<file path="src/rtl/piso_pkg.sv">
// Shared types and helpers for the parallel-in, serial-out transmitter.
package piso_pkg;

    typedef enum logic {
        IDLE  = 1'b0,
        SHIFT = 1'b1
    } piso_state_e;

    // Bit-counter width for a given word width; never below one bit.
    function automatic int piso_cnt_width(input int width);
        return (width < 2) ? 1 : $clog2(width);
    endfunction

endpackage

</file>
<file path="src/rtl/piso_hold_buf.sv">
// One-entry word buffer that lets the next word wait while the current one shifts out.
module piso_hold_buf #(
    parameter int WIDTH = 4
) (
    input  logic             clk,
    input  logic             rst,
    input  logic             wr_en_i,
    input  logic [WIDTH-1:0] wr_data_i,
    input  logic             pop_i,
    output logic             full_o,
    output logic [WIDTH-1:0] data_o
);

    logic             full_q, full_d;
    logic [WIDTH-1:0] data_q, data_d;

    always_comb begin
        full_d = full_q;
        data_d = data_q;
        if (pop_i) begin
            full_d = 1'b0;
        end
        if (wr_en_i && !full_q) begin
            full_d = 1'b1;
            data_d = wr_data_i;
        end
    end

    always_ff @(posedge clk) begin
        if (rst) begin
            full_q <= 1'b0;
            data_q <= '0;
        end else begin
            full_q <= full_d;
            data_q <= data_d;
        end
    end

    assign full_o = full_q;
    assign data_o = data_q;

endmodule

</file>
<file path="src/rtl/piso_serializer.sv">
// Parallel-in, serial-out transmitter with valid/ready load side and a one-word hold buffer.
module piso_serializer
    import piso_pkg::*;
#(
    parameter int WIDTH     = 4,
    parameter bit MSB_FIRST = 1'b1
) (
    input  logic             clk,
    input  logic             rst,
    input  logic             load_valid,
    output logic             load_ready,
    input  logic [WIDTH-1:0] load_data,
    output logic             ser_out,
    output logic             ser_valid,
    output logic             frame_start,
    output logic             busy
);

    localparam int               CNT_W    = piso_cnt_width(WIDTH);
    localparam logic [CNT_W-1:0] CNT_LAST = CNT_W'(WIDTH - 1);

    piso_state_e      state_q, state_d;
    logic [CNT_W-1:0] cnt_q, cnt_d;
    logic [WIDTH-1:0] shreg_q, shreg_d;
    logic             ser_out_q, ser_out_d;
    logic             ser_valid_q, ser_valid_d;
    logic             frame_start_q, frame_start_d;

    logic             hold_full, hold_wr, hold_pop;
    logic [WIDTH-1:0] hold_data;
    logic             accept;
    logic             load_now;
    logic [WIDTH-1:0] load_word;

    assign load_ready = !hold_full && !rst;
    assign accept     = load_valid && load_ready;

    function automatic logic first_bit(input logic [WIDTH-1:0] w);
        return MSB_FIRST ? w[WIDTH-1] : w[0];
    endfunction

    // The shift register keeps only the bits still to be sent, next one at the exit end.
    function automatic logic [WIDTH-1:0] drop_first(input logic [WIDTH-1:0] w);
        return MSB_FIRST ? (w << 1) : (w >> 1);
    endfunction

    piso_hold_buf #(
        .WIDTH (WIDTH)
    ) u_hold (
        .clk       (clk),
        .rst       (rst),
        .wr_en_i   (hold_wr),
        .wr_data_i (load_data),
        .pop_i     (hold_pop),
        .full_o    (hold_full),
        .data_o    (hold_data)
    );

    always_comb begin
        state_d       = state_q;
        cnt_d         = cnt_q;
        shreg_d       = shreg_q;
        ser_out_d     = 1'b0;
        ser_valid_d   = 1'b0;
        frame_start_d = 1'b0;
        hold_wr       = 1'b0;
        hold_pop      = 1'b0;
        load_now      = 1'b0;
        load_word     = '0;

        case (state_q)
            IDLE: begin
                if (accept) begin
                    load_now  = 1'b1;
                    load_word = load_data;
                    state_d   = SHIFT;
                end
            end
            SHIFT: begin
                if (cnt_q != CNT_LAST) begin
                    cnt_d       = cnt_q + CNT_W'(1);
                    ser_out_d   = first_bit(shreg_q);
                    shreg_d     = drop_first(shreg_q);
                    ser_valid_d = 1'b1;
                    hold_wr     = accept;
                end else if (hold_full) begin
                    load_now  = 1'b1;
                    load_word = hold_data;
                    hold_pop  = 1'b1;
                end else if (accept) begin
                    load_now  = 1'b1;
                    load_word = load_data;
                end else begin
                    state_d = IDLE;
                end
            end
            default: state_d = IDLE;
        endcase

        if (load_now) begin
            cnt_d         = '0;
            ser_out_d     = first_bit(load_word);
            shreg_d       = drop_first(load_word);
            ser_valid_d   = 1'b1;
            frame_start_d = 1'b1;
        end
    end

    always_ff @(posedge clk) begin
        if (rst) begin
            state_q       <= IDLE;
            cnt_q         <= '0;
            shreg_q       <= '0;
            ser_out_q     <= 1'b0;
            ser_valid_q   <= 1'b0;
            frame_start_q <= 1'b0;
        end else begin
            state_q       <= state_d;
            cnt_q         <= cnt_d;
            shreg_q       <= shreg_d;
            ser_out_q     <= ser_out_d;
            ser_valid_q   <= ser_valid_d;
            frame_start_q <= frame_start_d;
        end
    end

    assign ser_out     = ser_out_q;
    assign ser_valid   = ser_valid_q;
    assign frame_start = frame_start_q;
    assign busy        = ser_valid_q | hold_full;

endmodule

</file>
<file path="config.mk">
export PLATFORM = sky130hd
export DESIGN_NAME = piso_serializer
export DESIGN_NICKNAME = d
export VERILOG_FILES = /design/src/rtl/piso_pkg.sv /design/src/rtl/piso_hold_buf.sv /design/src/rtl/piso_serializer.sv
export SDC_FILE = /design/constraint.sdc
export NUM_CORES = 1
export LEC_CHECK = 0
export ABC_AREA = 1
export CORE_MARGIN = 2
export CORE_UTILIZATION = 35
export CTS_CLUSTER_DIAMETER = 60
export DETAILED_ROUTE_END_ITERATION = 6
export PLACE_DENSITY = 0.66
export SLEW_MARGIN = 15
export SYNTH_ARGS = -nofsm -noshare
export SYNTH_HDL_FRONTEND = slang
export SYNTH_SLANG_ARGS = --single-unit
</file>
<file path="constraint.sdc">
create_clock -name clk -period 1.1 [get_ports clk]
set_input_delay 0.33 -clock clk [delete_from_list [all_inputs] [get_ports clk]]
set_output_delay 0.33 -clock clk [all_outputs]
set_load 0.02 [all_outputs]
</file>
Yosys cells after proc, flatten, opt, wreduce, memory -nomap -nowiden
Index checks and enable logic that the tools add are counted.
{ "word_totals": {"regBits": 14, "in_bits": 7, "output_inout_bits": 5, "word_cells": 50} }
{ "classes": {"add_sub_neg": 1, "eq_ne": 1, "mux": 27, "bitwise": 2, "n_reduce_logical": 11} }
{ "ops": {"columns": ["op", "n"], "rows": [
  ["two-way mux 4 bit", 6],
  ["two-way mux 1 bit", 18],
  ["one-hot mux 4 bit (2 select lines)", 1],
  ["nonzero test 2 bit", 3],
  ["one-hot mux 1 bit (2 select lines)", 2],
  ["AND reduction 2 bit", 2],
  ["logical AND 1 bit", 3],
  ["adder 2 x 1 -> 2 bit (second input constant)", 1],
  ["logical NOT 1 bit", 2],
  ["!= test 2 bit (second input constant)", 1],
  ["OR reduction 2 bit", 1],
  ["NOT 1 bit", 1],
  ["bitwise OR 1 bit", 1]
]} }

Logic depth before layout (Yosys ltp)
Gate-level depths: netlist of run 1.
{ "depth": {"word_depth": 9, "ltp_mapped": 8, "ltp_nobuf": 7} }

Modules after synthesis
From an unflattened synthesis of run 1, not the netlist that was laid out.
{ "unflattened": {"hier_cells": 97, "hier_area_um2": 663.1} }
{ "modules_own_cells": {"columns": ["module", "n_inst", "cells_per_inst", "area_per_inst_um2", "seq_area_each_um2"], "rows": [
  ["piso_serializer", 1, 64, 449.2, 180.2],
  ["piso_hold_buf", 1, 33, 214.0, 100.1]
]} }

Worst setup path after synthesis of run 1
No wires, ideal clock.
{ "synth_timing": {"path_type": "input to register", "startpoint": "in rst", "endpoint": "reg u_hold.data_q[0], in the netlist u_hold.data_o[0]", "setup_time_ns": 0.116, "arrival_time_ns": 1.116, "t_required_ns": 0.984, "slack_ns": -0.132, "path_stages": 7, "path_buffers": 1, "cell_sequence": "buf_6 -> nor2_4 -> nand2_4 -> nor2_8 -> inv_2 -> nor2_1 -> nor2_1"} }
{ "synth_between": {"elab_chain_len": 6} }
{ "synth_lines": {"columns": ["element", "line", "source"], "rows": [
  ["from (decl)", "piso_serializer.sv:9", "input logic rst,"],
  ["logical NOT 1 bit", "piso_serializer.sv:35", "assign load_ready = !hold_full && !rst;"],
  ["logical AND 1 bit", "piso_serializer.sv:35", null],
  ["via load_ready", "piso_serializer.sv:11", "output logic load_ready,"],
  ["logical AND 1 bit", "piso_serializer.sv:36", "assign accept = load_valid && load_ready;"],
  ["two-way mux 1 bit", "piso_serializer.sv:80", "if (cnt_q != CNT_LAST) begin"],
  ["two-way mux 1 bit", "piso_serializer.sv:71", "case (state_q)"],
  ["logical AND 1 bit", "piso_hold_buf.sv:23", "if (wr_en_i && !full_q) begin"],
  ["to (signal assigned)", "piso_hold_buf.sv:35", "data_q <= data_d;"],
  ["to (decl)", "piso_hold_buf.sv:15", "logic [WIDTH-1:0] data_q, data_d;"]
]} }
The timed path passes the listed nets, and every way through them passes these cells.
A chain may end at the register's enable or synchronous reset.

Final worst setup path of run 1
{ "layout_timing": {"startpoint": "reg u_hold.full_q, in the netlist u_hold.full_o", "endpoint": "out busy"} }
{ "layout_between": {"elab_chain_len": 1} }
{ "layout_lines": {"columns": ["element", "line", "source"], "rows": [
  ["from (decl)", "piso_hold_buf.sv:14", "logic full_q, full_d;"],
  ["from (signal assigned)", "piso_hold_buf.sv:34", "full_q <= full_d;"],
  ["bitwise OR 1 bit", "piso_serializer.sv:130", "assign busy = ser_valid_q | hold_full;"],
  ["to (decl)", "piso_serializer.sv:16", "output logic busy"]
]} }
No other way between the ends.

==> run_results.csv, run 1 <==
group,metric,value,unit
logic_synthesis,syn_area,674,um2
sta,finalSetupViolCount,15,
global_routing,grt_pass1_wl,2500,um
logic_synthesis,syn_nets,92,
critical_path,r2r_start,"u_hold.full_o$_SDFFE_PP0P_",
cts,cts-hold-fix-buffers,0,
power,powerDensity,1080,mW/mm2
die,die_h,47.9,um
critical_path,required,0.77,ns
min_path,hp-start,"u_hold.data_o[2]$_SDFFE_PP0P_",
outcome,status,"complete, but fails checks",
critical_path,critPathKind,"reg2out",
min_path,hold_path_class,"reg2reg",
placement,dp_hpwl,1080,um
logic_synthesis,yosysSeqAreaShare,0.416,
critical_path,startpoint,"u_hold.full_o$_SDFFE_PP0P_",
drt,drt-vias-per-instance,4.87,
cts,cts_tree,"yes",
cts,clock-root-buffer,"clkbuf_4",
logic_synthesis,yosysWarnings,0,
critical_path,arrival,0.99,ns
critical_path,endpoint_kind,"primary output",
cts,clockBufferDepth,2,
drt,wl_per_cell,13.0,um
final_layout,area_growth,71.2,%
power,power_leakage,0.525,nW
cts,cts_htree_levels,1,
sta,fin_skew,0.0104,ns
power,power,1.25,mW
global_routing,antenna_found_initial,0,
drt,drt_iter0_markers,12,
logic_synthesis,synth_common_cells,"nand2_1, dfxtp_1, nand3_1, inv_1, nor2_1",
power,ir_drop,694,uV
job,max-cap-violations,0,
critical_path,rr_worst_depth,8,
power,clkPwrFrac,0.295,
drt,dr_total_vias,697,
sta,max_slew.worst_pin.slew,0.269,ns
power,p_int,899,uW
logic_synthesis,synth_seq_cells,14,
sta,slew_headroom,0.820,
sta,fin_ws,-0.223,ns
min_path,hold_path_depth,2,
final_layout,fillers,154,
critical_path,start_kind,"flip-flop",
logic_synthesis,synthFlopType,"dfxtp_1",
logic_synthesis,synth.top_cells.by_area,"dfxtp_1, nand2_1, nand3_1, a21oi_1, inv_1",
global_routing,grt_pass1_vias,581,
final_layout,final_cells,143,
power,pwr-share-seq,0.450,
final_layout,fin_nets,127,
power,switching_share,0.280,
cts,cts.clk_slew.worst_paths,0.09,ns
critical_path,ff2ff_setup_slack,-0.18,ns
drt,drcViolationCount,0,
sta,slew_viol_final,0,
critical_path,path_max_fanout,2,
logic_synthesis,synth_top_area_frac,0.416,
global_routing,grt_max_degree,10,
die,core,0.00176,mm2
sta,final_hold_viol_count,0,
logic_synthesis,synth_edf_count,0,
outcome,violations,"negative setup slack",
die,io_pins,12,
placement,io_buffers,11,
sta,setup-tns-final,-1.87,ns
power,switchingPower,349,uW
sta,grt_setup_unrepaired,"yes",
sta,fin_crit_sh,1.20,
logic_synthesis,synth_area_per_cell,8.03,um2
cts,clkSinkCount,14,
sta,max_freq,756,MHz
drt,postRouteAntennaNets,0,
global_routing,grt_usage,0.162,
min_path,holdPathEnd,"u_hold.data_o[2]$_SDFFE_PP0P_",
sta,fin_crit,1.32,ns
logic_synthesis,synth_top_area_cell,"dfxtp_1",
cts,worstSkewPairLatency,0.29,ns
final_layout,antenna_cells,0,
cts,numCtsBuffers,3,
power,comb_power_share,0.256,
drt,wl,1860,um
logic_synthesis,yosysMostFrequentCell,"nand2_1",
global_routing,overflow,0,
die,placementRows,15,
die,start_util,0.382,
logic_synthesis,syn_inst,84,
logic_synthesis,synthArstFlopShare,0,
die,die-area,0.00229,mm2
placement,dp.cells,133,
critical_path,r2r_end,"u_hold.data_o[0]$_SDFFE_PP0P_",
placement,routabilityCongestion,0.766,
final_layout,drive_gt1_frac,0.568,
drt,detail_route.first_pass.iterations,4,
logic_synthesis,ys_types,22,
die,die_width,47.9,um
==> state kept, by name, indices dropped and copies added (netlist names) <==
name and count:
u_hold.full_o 1, frame_start 1, cnt_q 2, state_q 1, u_hold.data_o 4, ser_valid 1
shreg_q 3, ser_out 1
==> through the flow <==
stage	utilization	hold WS, ns	setup slack (ns)	cell area [um2]
detailed placement	0.517	0.462	-0.726	912
CTS	0.577	0.475	-0.220	1020
finish	0.655	0.470	-0.223	1150
global route	0.655	0.493	-0.259	1150
global placement	0.517	0.453	-0.727	912
floorplan	-	0.439	-0.127	686
==> cell usage in the layout, fill, tap and decap left out <==
master	synthesis	layout
a211oi_2	0	1
a21oi_1	6	2
a21oi_2	2	6
buf_12	0	1
buf_2	0	1
buf_4	0	15
buf_6	1	8
clkbuf_4	0	3
clkbuf_8	0	1
clkdlybuf4s50_1	0	4
clkinv_4	0	1
dfxtp_1	14	9
dfxtp_2	0	3
dfxtp_4	0	2
dlygate4sd2_1	0	2
ha_4	0	1
inv_1	7	4
inv_2	1	1
inv_4	0	2
nand2_1	20	16
nand2_2	2	4
nand2_4	2	2
nand2_8	0	2
nand3_1	8	4
nand3_2	0	4
nand3_4	1	1
nand3b_1	2	2
nor2_1	7	4
nor2_2	0	2
nor2_4	1	2
nor2_8	1	1
nor3_2	0	1
o211ai_1	2	2
o21ai_0	2	1
o21ai_1	0	1
or2_4	0	1
xor2_2	0	1
==> layer usage <==
layer / GRT usage / part of all wire / vias to the layer above
met1: 0.192 / 0.44 / 333
li1: - / - / 342
met5: 0 / 0 / -
met3: 0.0566 / 0.045 / 6
met2: 0.264 / 0.49 / 16
met4: 0.0703 / 0.019 / 0
==> layout make-up <==
type / count / area, um2 / share of cell area
Clock buffer: 4 / 36.3 / 0.0314
Inverter: 8 / 40.0 / 0.0347
Timing Repair Buffer: 31 / 285 / 0.247
Multi-Input combinational cell: 61 / 470 / 0.407
Sequential cell: 14 / 292 / 0.252
Tap cell: 25 / 31.3 / 0.0271
==> power by group through the flow <==
stage          Combinational [mW]  Sequential (mW)  Clock, mW
3_3_place_gp                0.226            0.565          0
3_5_place_dp                0.230            0.566          0
4_1_cts                     0.254            0.559      0.371
2_1_floorplan               0.119            0.570          0
6_report                    0.319            0.561      0.368
5_1_grt                     0.342            0.565      0.400
==> worst max-delay path by stage <==
stage | endpoint | slack (ns) | depth (start not counted)
4_1_cts | load_ready | -0.22 | 3
2_1_floorplan | u_hold.data_o[0]$_SDFFE_PP0P_ | -0.13 | 7
3_3_place_gp | load_ready | -0.73 | 3
6_report | busy | -0.22 | 2
3_5_place_dp | load_ready | -0.73 | 3
5_1_grt | busy | -0.26 | 2
==> worst max-delay path: stages (launching register included) <==
cell	delay, ns
dfxtp_4	0.36
or2_4	0.22
buf_6	0.13
==> cell families after synthesis <==
family | after synthesis | synth area share
compound gates | 13 | 0.119
buf+inv | 9 | 0.0612
simple gates | 46 | 0.373
xor+xnor | 1 | 0.0130
fa+ha+maj | 1 | 0.0185
flops | 14 | 0.416
==> repair_timing <==
| action | CTS | global route |
|---|---|---|
| cloned | 0 | 0 |
| buffers inserted | 3 | 3 |
| pin swaps | 4 | 12 |
| hold endpoints to repair | 0 | 0 |
| gates resized for setup | 44 | 30 |
| setup endpoints to repair | 18 | 18 |
Note: power is estimated with default switching activity, not from simulation.
==> run 2, diff against run 1 <==
CAP_MARGIN = 25   (was default)
MAX_ROUTING_LAYER = met4   (was default)
==> results of run 2 <==
Same layout as run 1: the final DEF is identical, and so are final timing and power.
Main changes from that run: final weighted congestion in routability-driven placement 0.766 -> 0.776; overall routing resource usage 0.162 -> 0.167
